[src/rtl/main_fsm_pkg.sv]
// Shared encodings for the multicycle control FSM: state enum, opcodes and mux/ALU select codes.
// MAIN_FSM_ILLEGAL_TRAP_EN adds the TRAP state to the enum.
package main_fsm_pkg;

   localparam int unsigned OP_W  = 7;
   localparam int unsigned SEL_W = 2;

   localparam logic [OP_W-1:0] OP_LW    = 7'b0000011;
   localparam logic [OP_W-1:0] OP_SW    = 7'b0100011;
   localparam logic [OP_W-1:0] OP_RTYPE = 7'b0110011;
   localparam logic [OP_W-1:0] OP_ITYPE = 7'b0010011;
   localparam logic [OP_W-1:0] OP_BEQ   = 7'b1100011;
   localparam logic [OP_W-1:0] OP_JAL   = 7'b1101111;

   localparam logic [SEL_W-1:0] ALUOP_ADD   = 2'b00;
   localparam logic [SEL_W-1:0] ALUOP_SUB   = 2'b01;
   localparam logic [SEL_W-1:0] ALUOP_FUNCT = 2'b10;

   localparam logic [SEL_W-1:0] RES_ALUOUT    = 2'b00;
   localparam logic [SEL_W-1:0] RES_DATA      = 2'b01;
   localparam logic [SEL_W-1:0] RES_ALURESULT = 2'b10;

   localparam logic [SEL_W-1:0] SRCA_PC    = 2'b00;
   localparam logic [SEL_W-1:0] SRCA_OLDPC = 2'b01;
   localparam logic [SEL_W-1:0] SRCA_RS1   = 2'b10;

   localparam logic [SEL_W-1:0] SRCB_RS2  = 2'b00;
   localparam logic [SEL_W-1:0] SRCB_IMM  = 2'b01;
   localparam logic [SEL_W-1:0] SRCB_FOUR = 2'b10;

   localparam logic [SEL_W-1:0] IMM_I = 2'b00;
   localparam logic [SEL_W-1:0] IMM_S = 2'b01;
   localparam logic [SEL_W-1:0] IMM_B = 2'b10;
   localparam logic [SEL_W-1:0] IMM_J = 2'b11;

   typedef enum logic [3:0] {
      S_FETCH,
      S_DECODE,
      S_MEMADR,
      S_MEMREAD,
      S_MEMWB,
      S_MEMWRITE,
      S_EXECUTER,
      S_EXECUTEI,
      S_ALUWB,
      S_BEQ,
      S_JAL
`ifdef MAIN_FSM_ILLEGAL_TRAP_EN
      , S_TRAP
`endif
   } state_t;

endpackage

[src/rtl/main_fsm_imm_src_decoder.sv]
// Immediate-format select decoded straight from the opcode.
module imm_src_decoder
   import main_fsm_pkg::*;
(
   input  logic [OP_W-1:0]  op,
   output logic [SEL_W-1:0] imm_src
);

   always_comb begin
      imm_src = IMM_I;
      case (op)
         OP_SW:   imm_src = IMM_S;
         OP_BEQ:  imm_src = IMM_B;
         OP_JAL:  imm_src = IMM_J;
         default: imm_src = IMM_I;
      endcase
   end

endmodule

[src/rtl/main_fsm.sv]
// Multicycle RISC-V control FSM (Moore; PCWrite also uses Zero, ImmSrc uses op).
// Define MAIN_FSM_ILLEGAL_TRAP_EN to trap on undecoded opcodes instead of refetching.
module main_fsm
   import main_fsm_pkg::*;
(
   input  logic             clk,
   input  logic             rst,
   input  logic [OP_W-1:0]  op,
   input  logic             Zero,
   output logic             PCWrite,
   output logic             AdrSrc,
   output logic             MemWrite,
   output logic             IRWrite,
   output logic             RegWrite,
   output logic [SEL_W-1:0] ResultSrc,
   output logic [SEL_W-1:0] ALUSrcA,
   output logic [SEL_W-1:0] ALUSrcB,
   output logic [SEL_W-1:0] ALUOp,
   output logic [SEL_W-1:0] ImmSrc,
   output logic             Illegal
);

   state_t state, state_nxt;
   logic   pc_update, branch, irwrite_c, regwrite_c, memwrite_c;

   always_ff @(posedge clk or posedge rst) begin
      if (rst) state <= S_FETCH;
      else     state <= state_nxt;
   end

   always_comb begin
      state_nxt  = state;
      pc_update  = 1'b0;
      branch     = 1'b0;
      irwrite_c  = 1'b0;
      regwrite_c = 1'b0;
      memwrite_c = 1'b0;
      AdrSrc     = 1'b0;
      ResultSrc  = RES_ALUOUT;
      ALUSrcA    = SRCA_PC;
      ALUSrcB    = SRCB_RS2;
      ALUOp      = ALUOP_ADD;
      case (state)
         S_FETCH: begin
            irwrite_c = 1'b1;
            pc_update = 1'b1;
            ALUSrcB   = SRCB_FOUR;
            ResultSrc = RES_ALURESULT;
            state_nxt = S_DECODE;
         end
         S_DECODE: begin
            ALUSrcA = SRCA_OLDPC;
            ALUSrcB = SRCB_IMM;
            case (op)
               OP_LW, OP_SW: state_nxt = S_MEMADR;
               OP_RTYPE:     state_nxt = S_EXECUTER;
               OP_ITYPE:     state_nxt = S_EXECUTEI;
               OP_BEQ:       state_nxt = S_BEQ;
               OP_JAL:       state_nxt = S_JAL;
`ifdef MAIN_FSM_ILLEGAL_TRAP_EN
               default:      state_nxt = S_TRAP;
`else
               default:      state_nxt = S_FETCH;
`endif
            endcase
         end
         S_MEMADR: begin
            ALUSrcA   = SRCA_RS1;
            ALUSrcB   = SRCB_IMM;
            state_nxt = (op == OP_LW) ? S_MEMREAD : S_MEMWRITE;
         end
         S_MEMREAD: begin
            AdrSrc    = 1'b1;
            state_nxt = S_MEMWB;
         end
         S_MEMWB: begin
            ResultSrc  = RES_DATA;
            regwrite_c = 1'b1;
            state_nxt  = S_FETCH;
         end
         S_MEMWRITE: begin
            AdrSrc     = 1'b1;
            memwrite_c = 1'b1;
            state_nxt  = S_FETCH;
         end
         S_EXECUTER: begin
            ALUSrcA   = SRCA_RS1;
            ALUOp     = ALUOP_FUNCT;
            state_nxt = S_ALUWB;
         end
         S_EXECUTEI: begin
            ALUSrcA   = SRCA_RS1;
            ALUSrcB   = SRCB_IMM;
            ALUOp     = ALUOP_FUNCT;
            state_nxt = S_ALUWB;
         end
         S_ALUWB: begin
            regwrite_c = 1'b1;
            state_nxt  = S_FETCH;
         end
         S_BEQ: begin
            ALUSrcA   = SRCA_RS1;
            ALUOp     = ALUOP_SUB;
            branch    = 1'b1;
            state_nxt = S_FETCH;
         end
         S_JAL: begin
            ALUSrcA   = SRCA_OLDPC;
            ALUSrcB   = SRCB_FOUR;
            pc_update = 1'b1;
            state_nxt = S_ALUWB;
         end
`ifdef MAIN_FSM_ILLEGAL_TRAP_EN
         S_TRAP:  state_nxt = S_TRAP;
`endif
         default: state_nxt = S_FETCH;
      endcase
   end

   // Write strobes are suppressed for the whole time reset is held, not only after the state clears.
   assign PCWrite  = ~rst & (pc_update | (branch & Zero));
   assign IRWrite  = ~rst & irwrite_c;
   assign RegWrite = ~rst & regwrite_c;
   assign MemWrite = ~rst & memwrite_c;

   imm_src_decoder u_imm_src_decoder (
      .op      (op),
      .imm_src (ImmSrc)
   );

`ifdef MAIN_FSM_ILLEGAL_TRAP_EN
   logic illegal_q;

   always_ff @(posedge clk or posedge rst) begin
      if (rst)                     illegal_q <= 1'b0;
      else if (state_nxt == S_TRAP) illegal_q <= 1'b1;
   end

   assign Illegal = illegal_q;
`else
   assign Illegal = 1'b0;
`endif

endmodule

[config.mk]
export PLATFORM = sky130hd
export DESIGN_NAME = main_fsm
export DESIGN_NICKNAME = d
export VERILOG_FILES = /design/src/rtl/main_fsm_pkg.sv /design/src/rtl/main_fsm_imm_src_decoder.sv /design/src/rtl/main_fsm.sv
export SDC_FILE = /design/constraint.sdc
export NUM_CORES = 1
export LEC_CHECK = 0
export CORE_MARGIN = 2
export CORE_UTILIZATION = 39
export DETAILED_ROUTE_END_ITERATION = 8
export PLACE_DENSITY_LB_ADDON = 0.2
export SLEW_MARGIN = 20
export SYNTH_ARGS = -nofsm -noshare
export SYNTH_HDL_FRONTEND = slang
export SYNTH_HIERARCHICAL = 1
export SYNTH_SLANG_ARGS = --single-unit
[constraint.sdc]
create_clock -name clk -period 1.8 [get_ports clk]
set_input_delay 0.36 -clock clk [delete_from_list [all_inputs] [get_ports clk]]
set_output_delay 0.36 -clock clk [all_outputs]
set_load 0.01 [all_outputs]
==> results.md <==
Layout:
- The repair_antennas step left the layout with diodes totalling 0.
- The area of combinational cells with multiple inputs is 460 µm².
- The layout overhead on the synthesized area is 98.6%.
- The number of fillers in the final layout is 88.
- The commonest non-fill, non-tap cell in the layout is sky130_fd_sc_hd__buf_4.
- Cells fill 82.8% of the core in the end.
- In the final layout, the registers with the most flip-flops are state x4.
- The register with the most flip-flops is state.
- At the end of the flow, the number of nets in the layout was between 100 and 150.
- In the layout the commonest cells are sky130_fd_sc_hd__buf_4 (26), sky130_fd_sc_hd__buf_2 (8), sky130_fd_sc_hd__buf_6 (6), sky130_fd_sc_hd__clkdlybuf4s50_1 (5).
- The share of cells above drive strength 1 is between 50% and 60%.
- After the flow finishes, the layout carries non-filler instances totaling 134.
- The post-route cell area is 0.00106 mm².
- The number of flip-flops in the largest register is 4.
- Summing all flip-flop and latch instances after layout gives 104 µm².

Floorplanning:
- From bottom edge to top edge, the die measures ~41 µm.
- The width of the die is 41.1 µm.
- The core region is 0.00128 mm².
- Pin placement for this block handled 26 I/O pins.
- The starting utilization of the core area is 41.7%.
- The die area is 0.00169 mm².
- After floorplanning, the core was divided into 13 placement rows.

Synthesis:
- The share of flip-flops with an asynchronous set or reset after synthesis is 100%.
- Sequential elements use about a fifth of the synthesized area.
- The gate count of the mapped netlist is 65.
- The area of the mapped netlist is around 540 µm².
- The net count of the mapped netlist is 75.
- The number of synthesized register bits is 4.
- The flip-flop cell with the highest count after synthesis is sky130_fd_sc_hd__dfrtp_1.
- The warning count from the yosys run is 6.
- The synthesized design contains 0 enable-type register cells.
- The post-synthesis cell type count is 37.
- Averaged over all synthesized cells, the footprint is around 8.2 µm².

Clock tree:
- The clock-pin transition on the worst setup and hold timing paths is approximately 0.040 ns.
- TritonCTS built the clock tree.
- The number of hold-repair buffers added at the cts stage is 0.
- The tree is rooted in a sky130_fd_sc_hd__clkbuf_4.
- CTS built an H-tree with a depth of 1.
- The clock passes through at most 2 buffers.
- TritonCTS created 3 clock buffers.
- The clock insertion delay at the later pin of the skew report is about 0.23 ns.
- The clock drives 4 sinks.

GRT:
- The residual overflow from global routing is 0.
- The number of global-route vias before repair is 612.
- The first global-routing pass estimated 2480 µm of wire.
- Entering global routing, the biggest net connects 8 pins.
- The global routing usage summed across all routing layers is a little under a quarter.
- The number of antenna violations at the first check in global routing is 0.

Job:
- The max-capacitance violation count is 0.

Timing:
- Between clock sinks in the finished design, the worst skew comes to 0.00652 ns.
- Of the available clock period, the critical path in the final layout requires 100%.
- The highest attainable clock frequency is roughly 550 MHz.
- The number of max-slew violations in the final report was 0.
- The final critical-path required period is 1.81 ns.
- The final-report setup violation count is 1.
- The total count of hold-check failures in the final report came to 0.
- Setup slack on the critical path of the routed design comes to -0.00812 ns.
- Setup repair after global routing could not meet its margin everywhere.
- The setup TNS is -0.00812 ns.

Power and ir drop:
- Across the VDD grid, the largest voltage drop is between 0.4 and 0.5 mV.
- The total power divided by cell area is slightly below 800 mW/mm².
- The leakage dissipation is ~0.00054 µW.

Worst setup path:
- Along the worst path, the maximum fanout reaches 5.
- The data required time at the worst endpoint is about 1.4 ns.
- The worst setup path is launched from a register.
- Tracing the worst setup path back leads to its startpoint at state[1]$_DFF_PP0_.
- The worst setup path is captured at a primary output.
- The setup path with the least slack is of type register to primary output.
- The signal arrival time at the worst endpoint is between 1 and 1.5 ns.
- The origin of the critical flop-to-flop path is state[1]$_DFF_PP0_.

Status:
- The flow ran to the end, but the final reports show violations.
- The checks that failed: negative setup slack.

Routing:
- The routed design has 1940 µm of wire.
- The routed wire length per instance is around 14 µm.
- The first-pass iteration count of the detailed router is 4.
- Using the TritonRoute via totals, the vias-per-cell ratio works out to approximately 5.3.
- For this run, design rule violations remaining after detail routing come to 0.
- The detailed router finished its first iteration with 6 violations.
- The detail route stage leaves a number of antenna-violating nets equal to 0.
- The routed via count is about 710.

Placed design:
- The placed standard-cell area is 975 µm².
- After legalization and detailed placement, the total HPWL measured approximately 1200 µm.
- Counting tap cells, the placed design contains a total of about 130 instances.
- Timing analysis after detailed placement gives a worst setup slack of -0.404 ns.
- The number of port buffers is 24.
- The last weighted congestion value of the routability-driven placer is 0.779.

Hold path:
- The class of the tightest hold or removal check is primary input to async pin.
==> per-layer routing <==
layer / track usage (%) / up-vias / share of wire (%)
met5: 0 / - / 0
met4: 10.0 / 0 / 0.72
met3: 3.26 / 2 / 3.3
met2: 46.1 / 21 / 59
met1: 22.9 / 339 / 37
li1: - / 351 / -
==> cell type report <==
type,instances,area share [%]
multi-input combinational,54,43.3
tap,15,1.76
clock buffer,3,2.12
timing repair buffer,56,42.4
sequential,4,9.76
inverter,2,0.706
==> timing repair <==
action / CTS / global route
buffers inserted: 3 / 1
setup endpoints to repair: 15 / 11
hold endpoints to repair: 0 / 0
pin swaps: 4 / 3
gates resized for setup: 49 / 23
==> metrics by stage <==
stage               hold slack (ns)  total power (µW)
floorplan                     0.141               347
global placement              0.609               635
detailed placement            0.603               644
CTS                           0.528               742
global route                  0.254               887
finish                        0.236               833
==> synthesized netlist by cell type (2+ instances only) <==
cell type                 count  area share (%)
sky130_fd_sc_hd__a21oi_1      3             2.8
sky130_fd_sc_hd__xor2_1       3             4.9
sky130_fd_sc_hd__dfrtp_1      4              19
sky130_fd_sc_hd__nor2b_1      2             2.3
sky130_fd_sc_hd__nor3b_1      2             2.8
sky130_fd_sc_hd__nor3_1       2             1.9
sky130_fd_sc_hd__and2_1       4             4.7
sky130_fd_sc_hd__inv_1        2             1.4
sky130_fd_sc_hd__and3_1       3             3.5
sky130_fd_sc_hd__nor2_1       6             4.2
sky130_fd_sc_hd__buf_2        3             2.8
sky130_fd_sc_hd__xnor2_1      3             4.9
sky130_fd_sc_hd__buf_4        2             2.8
sky130_fd_sc_hd__nor4_1       2             2.3
sky130_fd_sc_hd__o21ai_0      2             1.9
==> where the power goes <==
group | total (µW) | switching [µW] | internal [µW]
Sequential | 117 | 13.3 | 104
Clock | 107 | 32.8 | 74.3
Combinational | 608 | 283 | 325
Total | 833 | 329 | 504
==> worst max-delay path, stage by stage (launching register included) <==
cell and delay, ns:
sky130_fd_sc_hd__dfrtp_2 0.43, sky130_fd_sc_hd__and2b_1 0.25, sky130_fd_sc_hd__a21oi_2 0.08, sky130_fd_sc_hd__a2111oi_4 0.27, sky130_fd_sc_hd__buf_2 0.19
==> worst paths after layout <==
| kind | to | slack (ns) | cells past startpoint |
|---|---|---|---|
| setup reg to reg | state[3]$_DFF_PP0_ | 0.25 | 5 |
| max in group asynchronous | state[3]$_DFF_PP0_ | 1.45 | 3 |
| setup / recovery | PCWrite | -0.008 | 4 |
| hold / removal | state[1]$_DFF_PP0_ | 0.24 | 3 |
| hold reg to reg | state[3]$_DFF_PP0_ | 0.73 | 3 |
| min in group clk | state[1]$_DFF_PP0_ | 0.62 | 4 |
==> logic make-up (layout without fill, tap and decap cells) <==
| logic type | count (synthesis) | in the layout | share of synthesized area, % |
|---|---|---|---|
| flip-flops | 4 | 4 | 18.7 |
| other | 1 | 1 | 0.700 |
| multiplexers | 1 | 1 | 1.87 |
| XOR/XNOR | 6 | 6 | 9.81 |
| AND/OR/NAND/NOR | 32 | 32 | 41.8 |
| buffers and inverters | 7 | 61 | 7.01 |
| AO/OA/AOI/OAI | 14 | 14 | 20.1 |
(Power assumes the default switching activity.)
